`src/rtl/ram_arbiter_pkg.sv`:
```
// Shared types and constants for the two-port RAM arbiter: default geometry,
// FSM encoding, requester indices and the two-way round-robin pick.
package ram_arbiter_pkg;

  localparam int ARB_ADDR_W = 8;
  localparam int ARB_DATA_W = 12;

  typedef enum logic {
    ST_INIT = 1'b0,
    ST_RUN  = 1'b1
  } arb_state_t;

  localparam logic REQ0 = 1'b0;
  localparam logic REQ1 = 1'b1;

  // One-hot grant {g1, g0}; on a tie the requester that was not served last wins.
  function automatic logic [1:0] rr_grant2(input logic v0, input logic v1, input logic last);
    logic [1:0] g;
    g = 2'b00;
    if (v0 && v1) g = (last == REQ0) ? 2'b10 : 2'b01;
    else if (v0)  g = 2'b01;
    else if (v1)  g = 2'b10;
    return g;
  endfunction

endpackage

```
`src/rtl/ram_arbiter.sv`:
```
// Front end for one single-port RAM: zero-fills it after reset, then shares it
// between two requesters with round-robin arbitration and registered read responses.
module ram_arbiter
  import ram_arbiter_pkg::*;
#(
  parameter int               ADDR_W   = ARB_ADDR_W,
  parameter int               DATA_W   = ARB_DATA_W,
  parameter logic [DATA_W-1:0] INIT_VAL = '0
) (
  input  logic              clk,
  input  logic              rst_n,

  input  logic              req0_valid,
  input  logic              req0_we,
  input  logic [ADDR_W-1:0] req0_addr,
  input  logic [DATA_W-1:0] req0_wdata,
  output logic              req0_ready,
  output logic              rsp0_valid,
  output logic [DATA_W-1:0] rsp0_data,

  input  logic              req1_valid,
  input  logic              req1_we,
  input  logic [ADDR_W-1:0] req1_addr,
  input  logic [DATA_W-1:0] req1_wdata,
  output logic              req1_ready,
  output logic              rsp1_valid,
  output logic [DATA_W-1:0] rsp1_data,

  output logic [ADDR_W-1:0] ram_addr,
  output logic [DATA_W-1:0] ram_din,
  output logic              ram_we,
  input  logic [DATA_W-1:0] ram_dout,

  output logic              init_done
);

  arb_state_t        r_state;
  logic [ADDR_W-1:0] r_cnt;
  logic              r_last_grant;
  logic [1:0]        w_grant;

  // Grants are only issued in RUN and never while reset is asserted.
  always_comb begin
    // NOTE: every always_comb output gets a default first so no latch is inferred.
    w_grant = 2'b00;
    if (rst_n && r_state == ST_RUN)
      w_grant = rr_grant2(req0_valid, req1_valid, r_last_grant);
  end

  assign req0_ready = w_grant[0];
  assign req1_ready = w_grant[1];

  always_comb begin
    ram_addr = req0_addr;
    ram_din  = req0_wdata;
    ram_we   = 1'b0;
    if (r_state == ST_INIT) begin
      ram_addr = r_cnt;
      ram_din  = INIT_VAL;
      ram_we   = rst_n;
    end else if (w_grant[1]) begin
      ram_addr = req1_addr;
      ram_din  = req1_wdata;
      ram_we   = req1_we;
    end else if (w_grant[0]) begin
      ram_we   = req0_we;
    end
  end

  always_ff @(posedge clk) begin
    // NOTE: sequential state uses non-blocking assignments so every register samples pre-edge values.
    if (!rst_n) begin
      r_state      <= ST_INIT;
      r_cnt        <= '0;
      r_last_grant <= REQ1;
      init_done    <= 1'b0;
      rsp0_valid   <= 1'b0;
      rsp0_data    <= '0;
      rsp1_valid   <= 1'b0;
      rsp1_data    <= '0;
    end else begin
      rsp0_valid <= w_grant[0] && !req0_we;
      rsp1_valid <= w_grant[1] && !req1_we;
      if (w_grant[0] && !req0_we) rsp0_data <= ram_dout;
      if (w_grant[1] && !req1_we) rsp1_data <= ram_dout;

      if (r_state == ST_INIT) begin
        r_cnt <= r_cnt + 1'b1;
        if (r_cnt == '1) begin
          r_state   <= ST_RUN;
          init_done <= 1'b1;
        end
      end else if (|w_grant) begin
        r_last_grant <= w_grant[1] ? REQ1 : REQ0;
      end
    end
  end

endmodule

```
`config.mk`:
```
export PLATFORM = sky130hd
export DESIGN_NAME = ram_arbiter
export DESIGN_NICKNAME = d
export VERILOG_FILES = /design/src/rtl/ram_arbiter_pkg.sv /design/src/rtl/ram_arbiter.sv
export SDC_FILE = /design/constraint.sdc
export NUM_CORES = 1
export LEC_CHECK = 0
export ABC_AREA = 1
export CAP_MARGIN = 20
export CORE_MARGIN = 4
export CORE_UTILIZATION = 39
export CTS_BUF_LIST = sky130_fd_sc_hd__clkbuf_16
export CTS_CLUSTER_DIAMETER = 150
export DETAILED_ROUTE_END_ITERATION = 8
export GPL_TIMING_DRIVEN = 1
export PLACE_DENSITY = 0.81
export SLEW_MARGIN = 20
export SYNTH_ARGS = -nofsm -noshare
export SYNTH_HDL_FRONTEND = slang
export SYNTH_SLANG_ARGS = --single-unit
```
`constraint.sdc`:
```
create_clock -name clk -period 1.7 [get_ports clk]
set_clock_uncertainty 0.2 [all_clocks]
set_input_delay 0.425 -clock clk [delete_from_list [all_inputs] [get_ports clk]]
set_output_delay 0.425 -clock clk [all_outputs]
set_load 0.01 [all_outputs]
```
==> Word-level counts from Yosys, hierarchy flattened <==
Cells that the tools add are included.
{ "op_classes": {"n_addsub": 1, "mul": 0, "div": 0, "order_cmp": 0, "n_eq_ne": 1, "shift": 0, "muxes": 15, "n_bitwise": 1, "n_reduce_logical": 9} }
{ "op_table": {"columns": ["op", "count"], "rows": [
  ["12-bit two-way mux", 2],
  ["8-bit two-way mux", 2],
  ["2-bit two-way mux", 5],
  ["8-bit by 1-bit adder with 8-bit output (second input constant)", 1],
  ["8-bit == test (second input constant)", 1],
  ["1-bit two-way mux", 6],
  ["1-bit logical AND", 4],
  ["2-bit AND reduction", 2],
  ["1-bit logical NOT", 2],
  ["2-bit OR reduction", 1],
  ["1-bit inverter", 1]
]} }
{ "word_totals": {"register_bits": 37, "latchBits": 0, "mem_bits_rw": 0, "romBits": 0, "elab_cells": 35, "memories": 0} }

==> Depth between registers and ports, before layout <==
Gate-level depths: netlist of run 1.
{ "depth": {"ltp_word": 7, "depth_mapped": 8} }

==> Worst setup path after synthesis of run 1 <==
OpenSTA, ideal clock, no wires.
{ "synth_path": {"kind": "input port to output port", "from": "input req1_valid", "to": "output ram_din[10]", "arrival_ps": 1243, "setup_slack_ps": -168, "stages": 7, "path_cell_list": "inv_1 a21oi_4 nand2_2 inv_2 buf_6 nor2_1 nor2_1"} }
{ "synth_between": {"elab_chain_len": 6, "word_cells_on_any_way": 7} }
{ "synth_lines": {"columns": ["element", "line", "text"], "rows": [
  ["start, declared", "ram_arbiter.sv:21", "input logic req1_valid,"],
  ["2-bit two-way mux", "ram_arbiter_pkg.sv:22", "else if (v1) g = 2'b10;"],
  ["2-bit two-way mux", "ram_arbiter_pkg.sv:21", "else if (v0) g = 2'b01;"],
  ["2-bit two-way mux (*)", "ram_arbiter_pkg.sv:20", "if (v0 && v1) g = (last == REQ0) ? 2'b10 : 2'b01;"],
  ["2-bit two-way mux (*)", "ram_arbiter.sv:46", "if (rst_n && r_state == ST_RUN)"],
  ["via req1_ready", "ram_arbiter.sv:25", "output logic req1_ready,"],
  ["12-bit two-way mux (*)", "ram_arbiter.sv:61", "end else if (w_grant[1]) begin"],
  ["12-bit two-way mux (*)", "ram_arbiter.sv:57", "if (r_state == ST_INIT) begin"],
  ["end, declared", "ram_arbiter.sv:30", "output logic [DATA_W-1:0] ram_din,"]
]} }
Mark *: on every way through the listed nets, which the timed path passes. The rest lies on a longest branch.

==> Worst setup path after layout of run 1 <==
{ "layout_path": {"from": "register r_last_grant", "to": "output ram_din[8]"} }
{ "layout_between": {"elab_chain_len": 5} }
{ "layout_lines": {"columns": ["element", "line", "text"], "rows": [
  ["start, declared", "ram_arbiter.sv:39", "logic r_last_grant;"],
  ["start signal, assigned", "ram_arbiter.sv:94", "r_last_grant <= w_grant[1] ? REQ1 : REQ0;"],
  ["2-bit two-way mux (2 in series)", "ram_arbiter_pkg.sv:20", null],
  ["2-bit two-way mux", "ram_arbiter.sv:46", null],
  ["12-bit two-way mux", "ram_arbiter.sv:61", null],
  ["12-bit two-way mux", "ram_arbiter.sv:57", null]
]} }
Every way passes these cells.

==> results of run 1 <==
synthesized netlist by cell type:
cell      instances
a21oi_1           5
a21oi_4           1
buf_1             2
buf_2             6
buf_6             1
clkbuf_1          3
clkbuf_2          1
clkinv_1          1
dfxtp_1          37
ha_1              1
inv_1            43
inv_2             1
inv_4             1
nand2_1          88
nand2_2           1
nand2_4           1
nand3_1          14
nand3_2           1
nand3_4           1
nand3b_1          4
nand4_1           3
nor2_1           82
nor2_2            1
nor3_1            4
o211ai_1          1
o21ai_0          14
o21ai_1           3
stage by stage:
step | setup TNS (ns) | worst slack, ns
4_1_cts | -7.56 | -0.423
5_1_grt | -10.26 | -0.543
2_1_floorplan | -1.50 | -0.0957
6_report | -8.74 | -0.450
3_3_place_gp | -36.93 | -1.16
3_5_place_dp | -39.25 | -1.23
power groups by stage:
stage / sequential [W] / clock, W / combinational [W]
6_report: 0.000920 / 0.000878 / 0.000531
5_1_grt: 0.000920 / 0.000929 / 0.000565
4_1_cts: 0.000920 / 0.000884 / 0.000491
3_5_place_dp: 0.000939 / 0 / 0.000459
3_3_place_gp: 0.000933 / 0 / 0.000454
2_1_floorplan: 0.000950 / 0 / 0.000143
per-layer routing:
metal | GRT usage [%] | vias to the layer above | wire length, um
met1 | 27.3 | 1215 | 3120
met2 | 44.9 | 117 | 4010
met3 | 5.44 | 25 | 511
met5 | 0 | - | 0
li1 | - | 1264 | -
met4 | 8.76 | 0 | 262
state kept, by name (all words and copies together) (netlist names):
name          count
r_cnt             8
r_last_grant      1
rsp0_valid        1
r_state           1
rsp1_data        12
init_done         1
rsp1_valid        1
rsp0_data        12
what timing repair did:
item,CTS,global route
pin swaps,17,12
buffers inserted,11,5
setup endpoints to repair,78,30
cloned,2,1
resized for setup,190,15
logic make-up after synthesis:
group | Yosys count | synth area share, %
AOI/OAI and AO/OA | 24 | 6.85
adders and majority gates | 1 | 0.640
and+or+nand+nor | 200 | 42.4
buffers and inverters | 59 | 12.3
DFF | 37 | 37.9
how the worst min path moves through the flow:
stage,from,to
after floorplan,init_done,init_done
after global placement,init_done,init_done
after detailed placement,init_done,init_done
after CTS,init_done,init_done
after global routing,init_done,init_done
final,init_done,init_done
critical path, delay by kind of cell, from the launching register on:
family	cells	cell delay (ns)
compound gates	1	0.25
buf+inv	4	0.40
flops	1	0.34
simple gates	3	0.24
layout make-up:
| class | count | area (sq um) |
|---|---|---|
| Clock buffer | 5 | 125 |
| Clock inverter | 2 | 12.5 |
| Fill cell | 336 | 1090 |
| Inverter | 46 | 191 |
| Multi-Input combinational cell | 228 | 1190 |
| Sequential cell | 37 | 746 |
| Tap cell | 67 | 83.8 |
| Timing Repair Buffer | 146 | 1350 |
==> flow_summary.toml, run 1 <==
[timing]
finalHoldViolCount = 0
setup_viol = 23
whs_ns = 0.248
fin_crit_ns = 2.15
min_period_over_period_pct = 126
rsz0062_at_grt = "true"
maxSlewViolCount = 0
maxSlewHeadroom_pct = 79.1
worstMarginPinSlew_ns = 0.313
fin_ws_ns = -0.450
fmax_ghz = 0.465

[critical_path]
cp.arrival_ns = 1.52
crit_chain = "a21oi_4 > nand2_8 > inv_8 > buf_12 > buf_6 > nor2_1 > nor2_2 > buf_2"
critPathLaunchType = "flip-flop"
worstPathMaxFanout = 6
required_ns = 1.07
r2r_slack_ns = 0.03
rr_startpoint = "r_last_grant"
slowest_delay_ns = 0.34
slowest_stage = "dfxtp_2"
rr_endpoint = "rsp1_data[6]"
end_kind = "output port"
reg2reg_depth = 7
cp-startpoint = "r_last_grant"
worstSetupPathType = "reg2out"
cp-endpoint = "ram_din[8]"

[global_route]
grt_pass1_vias = 2575
grt_pass1_wl_um = 12100
track_usage_pct = 24.3
grt_max_degree = 31
antenna_found_initial = 0
grt_overflow = 0

[cells_and_area]
stdcell_count = 531
final_layout_size_suffix_gt1_share_pct = 27.8
fin_util_pct = 77.3
final_common_cell = "nand2_1"
syn_to_final_growth_pct = 89.2
fin_nets = 523
fin_area_sq_mm = 0.00370
diodes = 0
final_cell_mix = "nand2_1 (77), nor2_1 (68), clkdlybuf4s50_1 (54), inv_1 (43), dfxtp_1 (35)"

[outcome]
violations = "setup timing"
status = "finished, violations left"

[power_and_ir_drop]
pwr-share-clk_pct = 37.7
switching_share_pct = 26.0
p_per_area_mw_per_mm2 = 629
p_leak_nw = 1.91
p_switching_w = 0.000605
p_comb_share_pct = 22.8
peakVddDrop_mv = 0.515
seq_power_share_pct = 39.5
internal_power_w = 0.00172
total_power_w = 0.00233

[detailed_routing]
wl_per_cell_um = 14.9
ant_nets = 0
drc = 0
drt_iter0_markers = 147
wirelength_um = 7910
routed-via-count = 2621
viasPerCell = 4.94
firstDrtPassIters = 4

[die]
fp-row-count = 25
coreArea_sq_mm = 0.00479
die_area_sq_mm = 0.00621
initial_core_util_pct = 40.9
num_io_pins = 108
die_w_um = 78.8
die_h_um = 78.8

[synth]
yosysWarningCount = 0
syn_nets = 380
synthDistinctLibCells = 27
synth_area_sq_mm = 0.00196
yosysSeqAreaShare_pct = 37.9
synth_top_area_share_pct = 37.9
synth_cells = 321
syn_area_per_cell_sq_um = 6.09
ys_seq_elements = 37
synth_top_area_cell = "dfxtp_1"
ys_top_cells_by_area = "dfxtp_1 (38%), nand2_1 (17%), nor2_1 (16%)"

[placed_design]
placed_cell_area_sq_mm = 0.00331
io_buffer_count = 107
dp.final_hpwl_um = 4860
dp.cells = 508
globalplace.congestion = 0.851

[clock_network]
htree_levels = 2
clk_pin_slew_ns = 0.06
cts.sinks = 37
clkLatencyLatePin_ns = 0.28
cts_max_path_buffers = 2
ctsHoldBuffers = 0
cts_buffers = 5
cts_tree = "yes"
cts_root_buffer = "clkbuf_16"

[worst_hold_path]
hold_class = "reg2reg"
hold_depth = 2

[run]
drv_cap = 0
No activity file was read; power rests on OpenSTA's default activity.
==> run 2: changes to the inputs <==
Settings changed: CORE_UTILIZATION 39 to 35, PLACE_DENSITY 0.81 to 0.77.
Clock period 1.7 ns to 1.8 ns, I/O delays scaled along.
==> flow_summary.toml, run 2 (synthesis gave the netlist of run 1 again) <==
[global_route]
track_usage_pct = 20.1
grt_overflow = 0
grt_pass1_vias = 2396
grt_pass1_wl_um = 10600
antenna_found_initial = 0
grt_max_degree = 26

[clock_network]
clk_pin_slew_ns = 0.06
cts_tree = "yes"
cts_root_buffer = "clkbuf_16"
ctsHoldBuffers = 0
cts_buffers = 5
cts_max_path_buffers = 2
htree_levels = 2
cts.sinks = 37
clkLatencyLatePin_ns = 0.27

[critical_path]
worstPathMaxFanout = 5
critPathLaunchType = "flip-flop"
slowest_delay_ns = 0.34
required_ns = 1.15
slowest_stage = "dfxtp_2"
crit_chain = "a21oi_4 > nand2_8 > clkinv_8 > buf_6 > buf_6 > nor2_2 > nor2_2 > buf_2"
worstSetupPathType = "reg2out"
end_kind = "output port"
critPathTopFamily = "buffers and inverters"
worst-path-buf-inv = 4
cp.arrival_ns = 1.48

[cells_and_area]
diodes = 0
final_common_cell = "nand2_1"
multi_input_area_sq_mm = 0.00114
final_cell_mix = "nand2_1 (81), nor2_1 (69), clkdlybuf4s50_1 (55), inv_1 (42), dfxtp_1 (35)"
reg_top3 = "rsp0_data (12), rsp1_data (12), r_cnt (8)"
nFillCells = 431
fin_area_sq_mm = 0.00370
fin_nets = 515
stdcell_count = 527
seq_area_sq_um = 746
final_layout_size_suffix_gt1_share_pct = 25.6
fin_util_pct = 70.2
syn_to_final_growth_pct = 89.2

[timing]
fin_crit_ns = 2.13
fmax_ghz = 0.470
rsz0062_at_grt = "true"
fin_ws_ns = -0.327
maxSlewHeadroom_pct = 82.4
finalHoldViolCount = 0
setup_viol = 22
whs_ns = 0.245
worstMarginPinSlew_ns = 0.264
maxSlewViolCount = 0
min_period_over_period_pct = 118

[die]
num_io_pins = 108
initial_core_util_pct = 37.1
die_area_sq_mm = 0.00685
die_w_um = 82.8
die_h_um = 82.8
fp-row-count = 26
coreArea_sq_mm = 0.00527

[detailed_routing]
ant_nets = 0
drc = 0
drt_iter0_markers = 91
firstDrtPassIters = 4
routed-via-count = 2397
wirelength_um = 6850
viasPerCell = 4.55
wl_per_cell_um = 13.0

[outcome]
status = "finished, violations left"
violations = "setup timing"

[worst_hold_path]
hold_class = "reg2reg"

[power_and_ir_drop]
peakVddDrop_mv = 0.537
p_leak_nw = 1.96
p_per_area_mw_per_mm2 = 654

[placed_design]
dp.final_hpwl_um = 4750
dp.cells = 509
globalplace.congestion = 0.835
placed_cell_area_sq_mm = 0.00331
io_buffer_count = 107

[run]
drv_cap = 0
[run 2: cell count changes in the layout (fill, tap and decap cells not counted), moves of 3 or more]
cell	change
nand3_2	-3
buf_6	-9
nand2_2	-6
nand2_1	+4
buf_4	-3
dlymetal6s2s_1	+3
dlygate4sd2_1	-4
buf_2	+3
[run 2: area by class of cell]
type                    count  share of cell area, %
well taps                  70                   2.37
clock buffers               5                   3.38
clock inverters             3                   1.86
flip-flops and latches     37                   20.2
repair buffers            141                   36.1
inverters                  46                   5.31
multi-input cells         225                   30.8
[run 2: timing repair]
item	4_1_cts	5_1_grt
gates cloned	2	0
endpoints found under the setup margin	61	26
pin swaps	9	7
buffers inserted	9	1
resized for setup	179	16
[run 2: report_power, final]
group	switching [W]	internal [W]	leakage (nW)
Combinational	0.000179	0.000242	1.57
Clock	0.000332	0.000798	0.0944
Sequential	0.0000205	0.000849	0.299
Total	0.000531	0.00189	1.96
[run 2: through the flow]
stage	total power, W	setup WS (ns)	setup TNS, ns
floorplan	0.00103	-0.0458	-0.483
finish	0.00242	-0.327	-5.64
detailed placement	0.00130	-1.09	-32.69
global route	0.00253	-0.399	-7.24
CTS	0.00242	-0.345	-5.78
global placement	0.00129	-1.07	-31.34
[run 2: path summary, 6_finish.rpt]
path                                    from         end  slack, ns  cells after the start
worst min register to register     init_done   init_done       0.25                      2
worst max register to register       r_state    r_cnt[7]       0.17                      8
worst max-delay path            r_last_grant  ram_din[8]      -0.33                      8
worst min-delay path               init_done   init_done       0.25                      2
[run 2: metal layers]
metal	up-vias	part of all wire, %	GRT usage, %
met5	-	0	0
met4	0	2.0	6.86
met3	8	15	10.8
met2	103	46	36.9
met1	1048	37	18.9
li1	1238	-	-
[run 2: worst reg2reg max path: cells and delay by family (launching register included)]
family        cells  cell delay [ns]
simple gates      5             0.53
buf+inv           3             0.44
flops             1             0.36
